===== src/rtl/bp_pkg.sv =====
// ---------------------------------------------------------------------------
// bp_pkg
// Shared types and constants for the branch predictor: the default BTB depth,
// the 2-bit direction counter encodings, and the BTB entry layout.
// ---------------------------------------------------------------------------
package bp_pkg;

    localparam int ENTRIES_DEFAULT = 16;

    // The tag is pc[31:IDX_W+2]. The smallest legal table has two entries,
    // which gives the widest tag (29 bits). Narrower tags from larger tables
    // are zero-extended into this field, so one entry layout fits every depth.
    localparam int TAG_W_MAX = 29;

    typedef logic [1:0] ctr_t;

    localparam ctr_t CTR_SNT = 2'b00;   // strongly not-taken
    localparam ctr_t CTR_WNT = 2'b01;   // weakly not-taken
    localparam ctr_t CTR_WT  = 2'b10;   // weakly taken
    localparam ctr_t CTR_ST  = 2'b11;   // strongly taken

    typedef struct packed {
        logic                 valid;
        logic [TAG_W_MAX-1:0] tag;
        logic [31:0]          target;
        ctr_t                 ctr;
    } bp_entry_t;

    // The upper counter bit is the taken/not-taken direction.
    function automatic logic ctr_predicts_taken(input ctr_t c);
        return c[1];
    endfunction

endpackage


===== src/rtl/bp_sat_counter.sv =====
// ---------------------------------------------------------------------------
// bp_sat_counter
// Combinational next value of a 2-bit saturating direction counter.
//   ctr      in  2  current counter value
//   inc      in  1  step towards strongly taken (holds at CTR_ST)
//   dec      in  1  step towards strongly not-taken (holds at CTR_SNT)
//   ctr_next out 2  counter value after the step
// If inc and dec are both asserted, the counter holds its value.
// ---------------------------------------------------------------------------
module bp_sat_counter
    import bp_pkg::*;
(
    input  ctr_t ctr,
    input  logic inc,
    input  logic dec,
    output ctr_t ctr_next
);

    always_comb begin
        ctr_next = ctr;
        if (inc && !dec) begin
            if (ctr != CTR_ST) begin
                ctr_next = ctr + 2'd1;
            end
        end else if (dec && !inc) begin
            if (ctr != CTR_SNT) begin
                ctr_next = ctr - 2'd1;
            end
        end
    end

endmodule


===== src/rtl/branch_predictor.sv =====
// ---------------------------------------------------------------------------
// branch_predictor
// Direct-mapped branch target buffer with a 2-bit saturating direction
// counter per entry. The fetch PC is looked up combinationally and the
// prediction is returned to fetch in the same cycle. Resolved branches from
// the execute stage train the table on the rising edge of stage_clk. A
// free-running mispredict counter supports performance measurement.
//
// Ports
//   stage_clk             in  1   stage clock, rising-edge
//   reset                 in  1   asynchronous, active-high
//   pc                    in  32  fetch PC to look up
//   branch_prediction     out 1   1 = predict taken for pc
//   pc_target_prediction  out 32  BTB target when predicted taken, else pc+4
//   upd_valid             in  1   a resolved branch is presented this cycle
//   upd_pc                in  32  PC of the resolved branch
//   upd_taken             in  1   actual direction of the branch
//   upd_target            in  32  actual target of the branch
//   upd_predicted         in  1   direction predicted for it at fetch time
//   bp_clear              in  1   synchronous invalidate of all entries
//   mispredict_cnt        out 32  number of updates with a wrong prediction
// ---------------------------------------------------------------------------
module branch_predictor
    import bp_pkg::*;
#(
    parameter int ENTRIES = ENTRIES_DEFAULT,
    localparam int IDX_W  = $clog2(ENTRIES)
) (
    input  logic        stage_clk,
    input  logic        reset,
    input  logic [31:0] pc,
    output logic        branch_prediction,
    output logic [31:0] pc_target_prediction,
    input  logic        upd_valid,
    input  logic [31:0] upd_pc,
    input  logic        upd_taken,
    input  logic [31:0] upd_target,
    input  logic        upd_predicted,
    input  logic        bp_clear,
    output logic [31:0] mispredict_cnt
);

    bp_entry_t r_btb [ENTRIES];
    logic [31:0] r_mispredict_cnt;

    // ------------------------------------------------------------------
    // Lookup path (combinational from registered state)
    // ------------------------------------------------------------------
    logic [IDX_W-1:0]     w_rd_idx;
    logic [TAG_W_MAX-1:0] w_rd_tag;
    bp_entry_t            w_rd_entry;
    logic                 w_rd_hit;
    logic                 w_predict_taken;

    assign w_rd_idx   = pc[IDX_W+1:2];
    assign w_rd_tag   = TAG_W_MAX'(pc[31:IDX_W+2]);
    assign w_rd_entry = r_btb[w_rd_idx];
    assign w_rd_hit   = w_rd_entry.valid && (w_rd_entry.tag == w_rd_tag);

    assign w_predict_taken      = w_rd_hit && ctr_predicts_taken(w_rd_entry.ctr);
    assign branch_prediction    = w_predict_taken;
    assign pc_target_prediction = w_predict_taken ? w_rd_entry.target : (pc + 32'd4);

    // ------------------------------------------------------------------
    // Update path
    // ------------------------------------------------------------------
    logic [IDX_W-1:0]     w_upd_idx;
    logic [TAG_W_MAX-1:0] w_upd_tag;
    bp_entry_t            w_upd_entry;
    logic                 w_upd_hit;
    logic                 w_ctr_inc;
    logic                 w_ctr_dec;
    ctr_t                 w_ctr_next;
    logic                 w_mispredict;

    assign w_upd_idx   = upd_pc[IDX_W+1:2];
    assign w_upd_tag   = TAG_W_MAX'(upd_pc[31:IDX_W+2]);
    assign w_upd_entry = r_btb[w_upd_idx];
    assign w_upd_hit   = w_upd_entry.valid && (w_upd_entry.tag == w_upd_tag);

    // Only a hit trains the counter; a taken miss allocates with CTR_WT.
    assign w_ctr_inc = upd_valid && w_upd_hit && upd_taken;
    assign w_ctr_dec = upd_valid && w_upd_hit && !upd_taken;

    assign w_mispredict = upd_valid && (upd_predicted != upd_taken);

    bp_sat_counter u_sat_counter (
        .ctr      (w_upd_entry.ctr),
        .inc      (w_ctr_inc),
        .dec      (w_ctr_dec),
        .ctr_next (w_ctr_next)
    );

    // Clear only drops valid bits; counters and targets are kept so the
    // reset values stay meaningful only after a real reset.
    always_ff @(posedge stage_clk or posedge reset) begin
        if (reset) begin
            for (int i = 0; i < ENTRIES; i++) begin
                r_btb[i].valid  <= 1'b0;
                r_btb[i].tag    <= '0;
                r_btb[i].target <= '0;
                r_btb[i].ctr    <= CTR_WNT;
            end
        end else if (bp_clear) begin
            for (int i = 0; i < ENTRIES; i++) begin
                r_btb[i].valid <= 1'b0;
            end
        end else if (upd_valid) begin
            if (w_upd_hit) begin
                r_btb[w_upd_idx].ctr <= w_ctr_next;
                if (upd_taken) begin
                    r_btb[w_upd_idx].target <= upd_target;
                end
            end else if (upd_taken) begin
                r_btb[w_upd_idx].valid  <= 1'b1;
                r_btb[w_upd_idx].tag    <= w_upd_tag;
                r_btb[w_upd_idx].target <= upd_target;
                r_btb[w_upd_idx].ctr    <= CTR_WT;
            end
        end
    end

    // Counts mispredictions independently of bp_clear; wraps at 2^32.
    always_ff @(posedge stage_clk or posedge reset) begin
        if (reset) begin
            r_mispredict_cnt <= '0;
        end else if (w_mispredict) begin
            r_mispredict_cnt <= r_mispredict_cnt + 32'd1;
        end
    end

    assign mispredict_cnt = r_mispredict_cnt;

    // Byte-offset bits of the PCs play no part in indexing or tagging.
    logic w_unused;
    assign w_unused = &{1'b0, pc[1:0], upd_pc[1:0]};

endmodule


===== config.mk =====
export PLATFORM = sky130hd
export DESIGN_NAME = branch_predictor
export DESIGN_NICKNAME = d
export VERILOG_FILES = /design/src/rtl/bp_pkg.sv /design/src/rtl/bp_sat_counter.sv /design/src/rtl/branch_predictor.sv
export SDC_FILE = /design/constraint.sdc
export NUM_CORES = 2
export LEC_CHECK = 0
export BUFFER_PORTS_ARGS = -buffer_cell sky130_fd_sc_hd__buf_2
export CELL_PAD_IN_SITES_DETAIL_PLACEMENT = 1
export CELL_PAD_IN_SITES_GLOBAL_PLACEMENT = 1
export CORE_MARGIN = 2
export CORE_UTILIZATION = 55
export DETAILED_ROUTE_END_ITERATION = 7
export PLACE_DENSITY = 0.84
export REMOVE_ABC_BUFFERS = 1
export SLEW_MARGIN = 30
export SYNTH_ARGS = -nofsm -noshare
export SYNTH_HDL_FRONTEND = slang
export SYNTH_HIERARCHICAL = 1
export SYNTH_SLANG_ARGS = --single-unit

===== constraint.sdc =====
create_clock -name stage_clk -period 76.7 [get_ports stage_clk]
set_clock_uncertainty 0.15 [all_clocks]
set_input_delay 3.835 -clock stage_clk [delete_from_list [all_inputs] [get_ports stage_clk]]
set_output_delay 3.835 -clock stage_clk [all_outputs]
set_load 0.01 [all_outputs]

==> flow_metrics.py <==
metrics = {
    "synth": {
        "netlist_instances": 3750,
        "syn_avg_cell_area_um2": 13.7,
        "yosysWarnings": 6,
        "ys_types": 69,
        "seq_area_frac_synth_pct": 49.3,
        "async_flop_share_pct": 100,
        "yosys_register_bits": 1008,
        "synth_ff_type": "dfrtp_1",
        "synth-edff-count": 0,
        "netlist_area_um2": 51200,
    },
    "cts": {
        "cts_tree": "yes",
        "cts_hold_buf": 0,
        "clk_path_buf_depth": 3,
        "cts.sinks": 1008,
        "cts_max_level": 3,
        "root_buffer": "clkbuf_16",
        "clk_pin_slew_ps": 60,
        "cts_resized": 0,
        "numCtsBuffers": 107,
        "postCtsSetupBuffers": 0,
        "worstSkewPairLatency_ps": 720,
    },
    "power_and_ir_drop": {
        "pwr_density_cell_nw_per_um2": 25.3,
        "clockPowerShare_pct": 38.5,
        "totalPowerFinal_mw": 1.43,
        "power_frac_seq_pct": 46.0,
        "switching_share_pct": 27.6,
        "static-leakage-power_nw": 26.2,
        "p_int_mw": 1.03,
        "irDropWorstVdd_mv": 0.0184,
        "switchingPower_mw": 0.394,
        "power_frac_comb_pct": 15.5,
    },
    "job": {
        "max_cap_violations": 0,
    },
    "grt": {
        "grt_overflow": 0,
        "grt_use_total_pct": 36.2,
        "grt_max_degree": 174,
        "antenna_found_initial": 22,
        "grt_pass1_vias": 38629,
        "grt_pass1_wl_um": 255000,
    },
    "timing": {
        "fin_crit_ps": 13000,
        "rsz0062_at_grt": "false",
        "setup_ws_ps": 63700,
        "setup-tns-final_ps": 0,
        "timing.fmax_mhz": 76.9,
        "relSlewSlack_pct": 30.2,
        "finalMaxSlewViolations": 0,
        "finalHoldViolCount": 0,
        "tightestPinTransition_ps": 1050,
        "setup_viol": 0,
        "post-route-period-util_pct": 16.9,
    },
    "worst_setup_path": {
        "path_delay_family": "buffers and inverters",
        "worstSetupPathDepth": 13,
        "rr_worst_depth": 15,
        "path_max_fanout": 68,
        "path_cells": "buf_8 -> buf_4 -> mux4_2 -> mux2i_1 -> xnor2_1 -> a211oi_1 -> a21oi_1 -> a21oi_1 -> nand4_1 -> nor4_4 -> buf_4 -> mux2_2 -> buf_2",
        "worstSetupPathType": "input pin to primary output",
        "arrival_ps": 9010,
        "slowest_delay_ps": 780,
        "cpMaxStageDelayCell": "buf_4",
        "crit_path_end_kind": "primary output",
        "startpoint_type": "input pin",
        "critPathBufInv": 4,
        "cp.required_ps": 72710,
    },
    "drt": {
        "num_vias": 35028,
        "wire_per_inst_um": 33.6,
        "wl_met2_um": 82400,
        "drt_iter0_drc": 3582,
        "top_layer": "met5",
        "drt_wl_total_um": 171000,
        "antenna_left": 0,
        "vias_per_cell": 6.86,
        "firstDrtPassIters": 5,
        "wl_met3_um": 15500,
        "drc_errors": 0,
        "wl_met1_um": 64000,
    },
    "final_layout": {
        "nFillCells": 8647,
        "layout.nets": 3862,
        "register_area_um2": 25200,
        "fin_area_um2": 56400,
        "multi_input_area_um2": 24300,
        "drive_gt1_share_pct": 41.4,
        "fin_util_pct": 61.4,
        "syn_to_final_growth_pct": 10.1,
    },
    "min_path": {
        "min_path_type": "flop to flop",
        "holdPathStages": 2,
    },
    "floorplan": {
        "die_height_um": 309,
        "dieArea_um2": 95600,
        "start_util_pct": 55.7,
        "io_pins": 167,
        "rows": 111,
        "die_w_um": 309,
        "core_area_um2": 91900,
    },
    "placed_design": {
        "place_hpwl_um": 94100,
        "placed_area_um2": 52600,
        "gp_congestion": 0.879,
        "dp_slack_ps": 63930,
        "io_buffers": 164,
    },
    "status": {
        "status": "finished clean",
    },
}
[registers in the layout, indices dropped and copies added (netlist names)]
name / cells
r_btb: 976
mispredict_cnt: 32
[final timing paths]
check                           startpoint                        to  slack (ps)
worst max-delay path                 pc[3]  pc_target_prediction[11]       63700
worst min register to register   r_btb[64]                 r_btb[64]         320
min in group asynchronous            reset        mispredict_cnt[31]        3060
worst max register to register  r_btb[378]                  r_btb[0]       71240
worst min-delay path             r_btb[64]                 r_btb[64]         320
max in group asynchronous            reset                r_btb[322]       70170
[metrics by stage]
step	hold WS (ps)	cells
detailed placement	308	4890
global placement	302	4890
floorplan	288	3426
global route	337	5101
CTS	316	5089
finish	321	5105
[worst min-delay path: stages (launching register included)]
cell       delay, ps
dfstp_2          370
inv_1             50
o2bb2ai_1         50
[power groups by stage]
| stage | Clock, mW | Combinational, mW | Sequential (mW) |
|---|---|---|---|
| 6_report | 0.550 | 0.221 | 0.657 |
| 5_1_grt | 0.571 | 0.236 | 0.663 |
| 4_1_cts | 0.553 | 0.219 | 0.654 |
| 3_5_place_dp | 0 | 0.213 | 0.659 |
| 3_3_place_gp | 0 | 0.201 | 0.651 |
| 2_1_floorplan | 0 | 0.146 | 0.642 |
[cell type report]
type,instances,area share [%]
Clock buffer,152,5.63
Inverter,43,0.308
Multi-Input combinational cell,2375,43.0
Clock inverter,47,0.962
Sequential cell,1008,44.7
Tap cell,1243,2.76
Timing Repair Buffer,223,2.50
Antenna cell,14,0.0621
[synth_stat cells, types with 4 or more instances]
cell / n / area, um^2
a2111oi_0: 4 / 35.0
a211oi_1: 20 / 150
dfrtp_1: 992 / 24800
a22oi_1: 24 / 180
buf_2: 59 / 295
xor2_1: 42 / 368
and2_1: 7 / 43.8
o22ai_1: 24 / 150
o21ai_0: 26 / 130
nor4_1: 8 / 50.1
nand3_1: 42 / 210
mux2i_1: 105 / 1050
buf_4: 22 / 165
inv_1: 42 / 158
buf_1: 35 / 131
nand4_1: 23 / 144
buf_6: 40 / 450
a21oi_1: 23 / 115
a2bb2oi_1: 16 / 140
nor2b_1: 24 / 150
and4_1: 7 / 61.3
and3_1: 11 / 68.8
nand2b_1: 8 / 50.1
mux2_2: 753 / 8480
dfstp_2: 16 / 420
clkbuf_1: 168 / 631
or3_1: 4 / 25.0
xnor2_1: 74 / 648
mux4_2: 362 / 8150
nor3_1: 27 / 135
nand2_4: 14 / 158
mux2_1: 55 / 619
nand2_1: 560 / 2100
nor2_1: 59 / 221
[cells by family (layout without fill, tap and decap cells)]
logic type	Yosys count	after routing	synth area share (%)
AOI/OAI and AO/OA	170	170	2.32
xor gates and xnor gates	116	116	1.98
adders and majority gates	2	2	0.0488
buffers and inverters	367	465	3.58
DFF	1008	1008	49.3
muxes	1275	1275	35.7
other	0	14	0
and+or+nand+nor	812	812	7.07
[cell usage in the layout (no fill, tap or decap), types with 27 or more instances in the layout]
master,n
inv_1,41
buf_4,51
clkbuf_8,31
nand3_1,42
nand2_1,551
buf_2,157
nor2_1,47
xnor2_1,74
xor2_1,42
mux2_1,55
dfrtp_1,992
nor3_1,27
mux2_2,753
clkbuf_16,108
mux4_2,362
mux2i_1,105
[metal layers]
metal,global-route usage (%),vias to the layer above
met5,0,-
met4,18.5,22
met3,9.50,616
met2,58.0,1963
met1,45.6,18754
li1,-,13673
No activity file was read; power rests on OpenSTA's default activity.
